--- src/rtl/instr_cache_pkg.sv ---
// Shared cache definitions: refill FSM states and counter helpers for the fetch-side caches.
package instr_cache_pkg;

    typedef enum logic [1:0] {
        IDLE = 2'd0,
        REQ  = 2'd1,
        FILL = 2'd2
    } cache_state_e;

    localparam int unsigned ADDR_W = 32;
    localparam int unsigned DATA_W = 32;

    // Saturating increment for the event counters.
    function automatic logic [31:0] sat_inc(input logic [31:0] v);
        return (v == 32'hFFFF_FFFF) ? v : v + 32'd1;
    endfunction

endpackage

--- src/rtl/icache_store.sv ---
// Valid/tag/data storage for the direct-mapped instruction cache.
// Asynchronous read by index/offset; synchronous word and tag writes; clear-all wins over tag write.
module icache_store
    import instr_cache_pkg::*;
#(
    parameter int unsigned LINES = 16,
    parameter int unsigned WORDS = 4,
    parameter int unsigned TAG_W = 26
) (
    input  logic                       i_clk,
    input  logic                       i_clr_all,
    input  logic [$clog2(LINES)-1:0]   i_rd_index,
    input  logic [$clog2(WORDS)-1:0]   i_rd_offset,
    output logic                       o_rd_valid,
    output logic [TAG_W-1:0]           o_rd_tag,
    output logic [DATA_W-1:0]          o_rd_word,
    input  logic                       i_word_we,
    input  logic                       i_tag_we,
    input  logic [$clog2(LINES)-1:0]   i_wr_index,
    input  logic [$clog2(WORDS)-1:0]   i_wr_offset,
    input  logic [DATA_W-1:0]          i_wr_data,
    input  logic [TAG_W-1:0]           i_wr_tag
);

    logic [LINES-1:0]  r_valid;
    logic [TAG_W-1:0]  r_tag  [LINES];
    logic [DATA_W-1:0] r_data [LINES*WORDS];

    assign o_rd_valid = r_valid[i_rd_index];
    assign o_rd_tag   = r_tag[i_rd_index];
    assign o_rd_word  = r_data[{i_rd_index, i_rd_offset}];

    always_ff @(posedge i_clk) begin
        if (i_clr_all) begin
            r_valid <= '0;
        end else if (i_tag_we) begin
            r_valid[i_wr_index] <= 1'b1;
        end
    end

    // Arrays hold no reset; valid bits alone qualify their contents.
    always_ff @(posedge i_clk) begin
        if (i_word_we) begin
            r_data[{i_wr_index, i_wr_offset}] <= i_wr_data;
        end
        if (i_tag_we) begin
            r_tag[i_wr_index] <= i_wr_tag;
        end
    end

endmodule

--- src/rtl/instr_cache.sv ---
// Direct-mapped, read-only instruction cache with zero-latency hits and a
// single-outstanding line refill (IDLE -> REQ -> FILL) over a beat-based memory port.
module instr_cache
    import instr_cache_pkg::*;
#(
    parameter int unsigned LINES = 16,
    parameter int unsigned WORDS = 4
) (
    input  logic              clk,
    input  logic              reset,
    input  logic              cpu_req,
    input  logic [ADDR_W-1:0] cpu_addr,
    output logic [DATA_W-1:0] cpu_rdata,
    output logic              cpu_ready,
    input  logic              inval,
    output logic              mem_req,
    output logic [ADDR_W-1:0] mem_addr,
    input  logic              mem_gnt,
    input  logic              mem_rvalid,
    input  logic [DATA_W-1:0] mem_rdata,
    output logic [31:0]       hit_count,
    output logic [31:0]       miss_count
);

    localparam int unsigned OB = $clog2(WORDS);
    localparam int unsigned IB = $clog2(LINES);
    localparam int unsigned TW = ADDR_W - IB - OB - 2;

    cache_state_e   r_state;
    logic [IB-1:0]  r_idx;
    logic [TW-1:0]  r_tag;
    logic [OB-1:0]  r_beat;
    logic           r_pending;

    logic [OB-1:0]  w_off;
    logic [IB-1:0]  w_idx;
    logic [TW-1:0]  w_tag;
    logic           w_line_valid;
    logic [TW-1:0]  w_line_tag;
    logic           w_hit;
    logic           w_word_we;
    logic           w_tag_we;
    logic           w_last_beat;
    logic           w_clr_all;
    logic           w_unused;

    assign w_off    = cpu_addr[OB+1:2];
    assign w_idx    = cpu_addr[IB+OB+1:OB+2];
    assign w_tag    = cpu_addr[ADDR_W-1:IB+OB+2];
    assign w_unused = ^cpu_addr[1:0];

    assign w_hit     = cpu_req && (r_state == IDLE) && w_line_valid && (w_line_tag == w_tag);
    assign cpu_ready = !reset && (r_state == IDLE) && (w_hit || !cpu_req);

    // Refill writes; a pending or same-cycle invalidate keeps the new line invalid.
    assign w_last_beat = (r_beat == OB'(WORDS - 1));
    assign w_word_we   = !reset && (r_state == FILL) && mem_rvalid;
    assign w_tag_we    = w_word_we && w_last_beat && !r_pending && !inval;
    assign w_clr_all   = reset || inval;

    icache_store #(
        .LINES (LINES),
        .WORDS (WORDS),
        .TAG_W (TW)
    ) u_store (
        .i_clk       (clk),
        .i_clr_all   (w_clr_all),
        .i_rd_index  (w_idx),
        .i_rd_offset (w_off),
        .o_rd_valid  (w_line_valid),
        .o_rd_tag    (w_line_tag),
        .o_rd_word   (cpu_rdata),
        .i_word_we   (w_word_we),
        .i_tag_we    (w_tag_we),
        .i_wr_index  (r_idx),
        .i_wr_offset (r_beat),
        .i_wr_data   (mem_rdata),
        .i_wr_tag    (r_tag)
    );

    // Refill FSM with registered memory-side outputs and event counters.
    always_ff @(posedge clk) begin
        if (reset) begin
            r_state    <= IDLE;
            mem_req    <= 1'b0;
            mem_addr   <= '0;
            r_pending  <= 1'b0;
            r_beat     <= '0;
            hit_count  <= '0;
            miss_count <= '0;
        end else begin
            if (w_hit && cpu_ready) begin
                hit_count <= sat_inc(hit_count);
            end
            case (r_state)
                IDLE: begin
                    if (cpu_req && !w_hit) begin
                        r_state    <= REQ;
                        mem_req    <= 1'b1;
                        mem_addr   <= {w_tag, w_idx, {(OB+2){1'b0}}};
                        r_idx      <= w_idx;
                        r_tag      <= w_tag;
                        miss_count <= sat_inc(miss_count);
                    end
                end
                REQ: begin
                    if (inval) begin
                        r_pending <= 1'b1;
                    end
                    if (mem_gnt) begin
                        r_state  <= FILL;
                        mem_req  <= 1'b0;
                        mem_addr <= '0;
                    end
                end
                FILL: begin
                    if (inval) begin
                        r_pending <= 1'b1;
                    end
                    if (mem_rvalid) begin
                        r_beat <= r_beat + OB'(1);
                        if (w_last_beat) begin
                            r_state   <= IDLE;
                            r_pending <= 1'b0;
                            r_beat    <= '0;
                        end
                    end
                end
                default: r_state <= IDLE;
            endcase
        end
    end

endmodule

--- config.mk ---
export PLATFORM = sky130hd
export DESIGN_NAME = instr_cache
export DESIGN_NICKNAME = d
export VERILOG_FILES = /design/src/rtl/instr_cache_pkg.sv /design/src/rtl/icache_store.sv /design/src/rtl/instr_cache.sv
export SDC_FILE = /design/constraint.sdc
export NUM_CORES = 2
export LEC_CHECK = 0
export BUFFER_PORTS_ARGS = -buffer_cell sky130_fd_sc_hd__buf_2
export CAP_MARGIN = 5
export CORE_MARGIN = 2
export CORE_UTILIZATION = 60
export DETAILED_ROUTE_END_ITERATION = 6
export PLACE_DENSITY = 0.76
export SETUP_SLACK_MARGIN = 0.15
export SKIP_LAST_GASP = 1
export SYNTH_ARGS = -nofsm -noshare
export SYNTH_HDL_FRONTEND = slang
export SYNTH_SLANG_ARGS = --single-unit
--- constraint.sdc ---
create_clock -name clk -period 6 [get_ports clk]
set_input_delay 0.6 -clock clk [delete_from_list [all_inputs] [get_ports clk]]
set_output_delay 0.6 -clock clk [all_outputs]
set_load 0.005 [all_outputs]
==> summary.md <==
| Metric | Value |
|---|---|
| Outcome | complete, no violations |
| Highest clock rate | 0.205 GHz |
| Post-DP HPWL | about 140000 µm |
| Die H | slightly above 400 µm |
| Post-route ant nets | 0 |
| RSZ-0062 raised after global routing | false |
| Placed cell area | 104000 µm² |
| Clk_skew | ~0.052 ns |
| Sequential-to-total area share from yosys stat | about 77% |
| Initial Utilization | 60.3% |
| DR WL/cell | around 36 µm |
| Post-Route WL | 255000 µm |
| Reg2Reg Capture Point | r_idx[3]$_DFFE_PP_ |
| Synth Area in Compound Gates | 1.07% |
| Largest family of logic cells by synthesized area | multiplexers |
| Setup TNS | 0 ns |
| PostCTS Resize Cnt | 0 |
| Post-synthesis mux area share | 18.3% |
| Final nets | between 4000 and 5000 |
| H-tree depth | 4 |
| Top FF cell, synth | edfxtp_1 |
| Worst-skew pair later-pin latency | approximately 0.89 ns |
| Routed vias | 49600 |
| Simple-Gate Fraction of Synth Area | under 10% |
| Share of layout cells above drive strength 1 | around a third |
| Crit path time final | between 4 and 5 ns |
| Worst R2R Path Depth | 9 |
| Grt ovf | 0 |
| CTS clock-pin slew for the worst setup and hold paths | ~0.060 ns |
| Cell variety after synth | between 60 and 70 |
| Total core area | between 150000 and 200000 µm² |
| Fill cells | 9602 |
| CTS Sinks | around 2600 |
| Crit end category | primary output |
| Gate Count Post-Synth | approximately 4400 |
| Hold-critical path endpoint | r_tag[20]$_DFFE_PP_ |
| Ranking of synthesized cells by area | edfxtp_1 (74%), mux4_2 (17%), dfxtp_1 (2.3%) |
| Lkg Pwr | ~0.035 µW |
| GRT Resource Usage Total | slightly above 30% |
| Die width | ~410 µm |
| YS warnings | 0 |
| Avg Synthesized Cell Area | 22.8 µm² |
| Full die area | between 150000 and 200000 µm² |
| Period Utilization, post-route | between 80 and 90% |
| RePlAce Congestion | 0.806 |
| Synth Cell Area | a little under 100000 µm² |
| Number of synthesized flops with an enable pin | 2460 |
| Post-synth top cells | edfxtp_1 (2460), mux4_2 (758), clkbuf_1 (154), nor2_1 (142), dfxtp_1 (114) |
| Flops & latches, synth | approximately 2600 |
| CTS root buf | clkbuf_16 |
| Final instance area | approximately 110000 µm² |
| Final Hold Fails | 0 |
| Setup CP Type | reg2out |
| Drt drc | 0 |
| Antenna violations before repair | 20 |
| Input/output buffers | between 150 and 200 |
| Max incr delay on CP | about 0.72 ns |
| Worst EP required | 5.40 ns |
| Number of global-route vias before repair | between 40000 and 50000 |
| Worst path cell trace | mux4_2 > mux4_2 > xnor2_1 > nand4_1 > nor4_2 > nand4_2 > buf_4 > a21oi_1 > buf_2 |
| I/O Pins | 200 |
| First-pass GRT wire length | about 360000 µm |
| Maximum clock path buffer count | 3 |
| CTS tree | yes |
| Ys async rst share | 0% |
| Cell with the most instances after synthesis | edfxtp_1 |
| Reg-to-reg setup timing slack | 1.95 ns |
| Setup violations, final | 0 |
| CP max-delay cell | nor4_2 |
| Synth area leader | edfxtp_1 |
| HP Start | cpu_addr[28] |
| Max_slew headroom | roughly 14% |
| Pwr per Cell Area | roughly 340 nW/µm² |
| Worst flop-to-flop path startpoint | u_store.r_tag[3][6]$_DFFE_PP_ |
| Site Rows | 149 |
| Worst Max-Slew Pin Slew | 1.28 ns |
| Worst Path Arrival | about 4.3 ns |
| Max-cap violations | 0 |
| Final Max Tran Viols | 0 |
| Yosys top cell area share | 74.4% |
| Synth-to-Final Area Change | 12.8% |
| Xor-xnor portion of the synthesized cell area | less than 1% |
| Drt first pass iters | 5 |
| Adder-cell area share of the yosys netlist | less than 1% |
| Largest net degree at the start of global routing | 92 |
| Total CTS buffers | between 200 and 250 |
| Max IR drop VDD | around 0.36 mV |
| Startpoint Class | flip-flop |
| Number of setup buffers added after CTS | 0 |
| Iter 0 DRT Violations | 8180 |
| Most used cell, CP | mux4_2 |
| Worst min-delay path category | in2reg |
| CP Max Fanout | 36 |
| Hold path cells | 1 |
| DR vias/cell | approximately 7.0 |
==> routing by layer <==
metal / wire length [µm] / track usage, % / up-vias
met5: 80 / 0 / -
met3: 28700 / 6.85 / 581
li1: - / - / 19200
met1: 90600 / 42.3 / 26100
met2: 127000 / 49.2 / 3708
met4: 8960 / 10.8 / 12
==> how the worst max path moves through the flow <==
stage,cells after the start,start,to,slack (ns)
finish,9,u_store.r_tag[3][6]$_DFFE_PP_,cpu_ready,1.12
global route,12,cpu_addr[4],cpu_ready,0.95
global placement,10,cpu_addr[4],r_tag[13]$_DFFE_PP_,1.16
floorplan,13,cpu_addr[4],r_idx[0]$_DFFE_PP_,0.71
CTS,9,u_store.r_tag[3][6]$_DFFE_PP_,cpu_ready,1.09
detailed placement,10,cpu_addr[4],r_tag[11]$_DFFE_PP_,1.13
==> layout by cell type, fill, tap and decap left out, types with 42 or more instances in the layout <==
master	n
nor2_1	69
edfxtp_1	2460
dfxtp_1	114
nand2_1	85
mux4_2	758
buf_4	120
clkbuf_1	42
clkinv_1	61
clkbuf_16	238
buf_2	188
mux2i_1	66
nor2_4	73
nand4_1	44
==> power breakdown <==
group          leakage (µW)  switching, µW  internal, µW
combinational       0.00834           1220           835
sequential           0.0230            122         19800
clock               0.00391           6630          8960
total                0.0353           7970         29600
==> flip-flops by register name, indices dropped and copies added (netlist names) <==
name and flops:
r_beat 2, u_store.r_tag 384, r_pending 1, u_store.r_data 2048
u_store.r_valid 16, r_tag 24, hit_count 32, r_idx 4
r_state 2, mem_addr 28, miss_count 32, mem_req 1
==> worst max-delay path, delay by kind of cell (launching register included) <==
family                    cells  cell delay (ns)
muxes                         2             0.97
and+or+nand+nor               3             1.17
xor gates and xnor gates      1             0.28
AOI/OAI and AO/OA             1             0.19
DFF                           1             0.35
buffers and inverters         2             0.45
==> per-stage QoR <==
| stage | hold WS, ns | total power [µW] | util (%) | instances | worst slack [ns] |
|---|---|---|---|---|---|
| after floorplan | 0.435 | 21500 | - | 4354 | 0.711 |
| final | 0.0568 | 37600 | 68.0 | 7088 | 1.12 |
| after CTS | 0.00691 | 37700 | 68.0 | 7079 | 1.09 |
| after detailed placement | 0.435 | 22300 | 63.1 | 6629 | 1.13 |
| after global routing | 0.0269 | 38400 | 68.0 | 7083 | 0.950 |
| after global placement | 0.436 | 22300 | 63.1 | 6629 | 1.16 |
==> area by class of cell <==
cell class | count | area, µm² | share of cell area, %
Tap cell | 2189 | 2740 | 2.45
Multi-Input combinational cell | 1518 | 22600 | 20.2
Sequential cell | 2574 | 76200 | 68.0
Antenna cell | 8 | 20.0 | 0.0179
Clock buffer | 280 | 6110 | 5.46
Inverter | 18 | 70.1 | 0.0626
Timing Repair Buffer | 338 | 2350 | 2.10
Clock inverter | 163 | 1940 | 1.74
==> cells by family (layout without fill, tap and decap cells) <==
| group | Yosys count | in the layout |
|---|---|---|
| compound gates | 150 | 150 |
| fa+ha+maj | 6 | 6 |
| flops | 2574 | 2574 |
| other cells | 1 | 12 |
| xor+xnor | 32 | 32 |
| buf+inv | 262 | 799 |
| mux | 866 | 866 |
| simple gates | 460 | 460 |
==> what timing repair did <==
action / 4_1_cts / 5_1_grt
hold endpoints to repair: 7 / 0
setup endpoints to repair: 0 / 0
hold buffers: 7 / 0
Note: power is estimated with default switching activity, not from simulation.
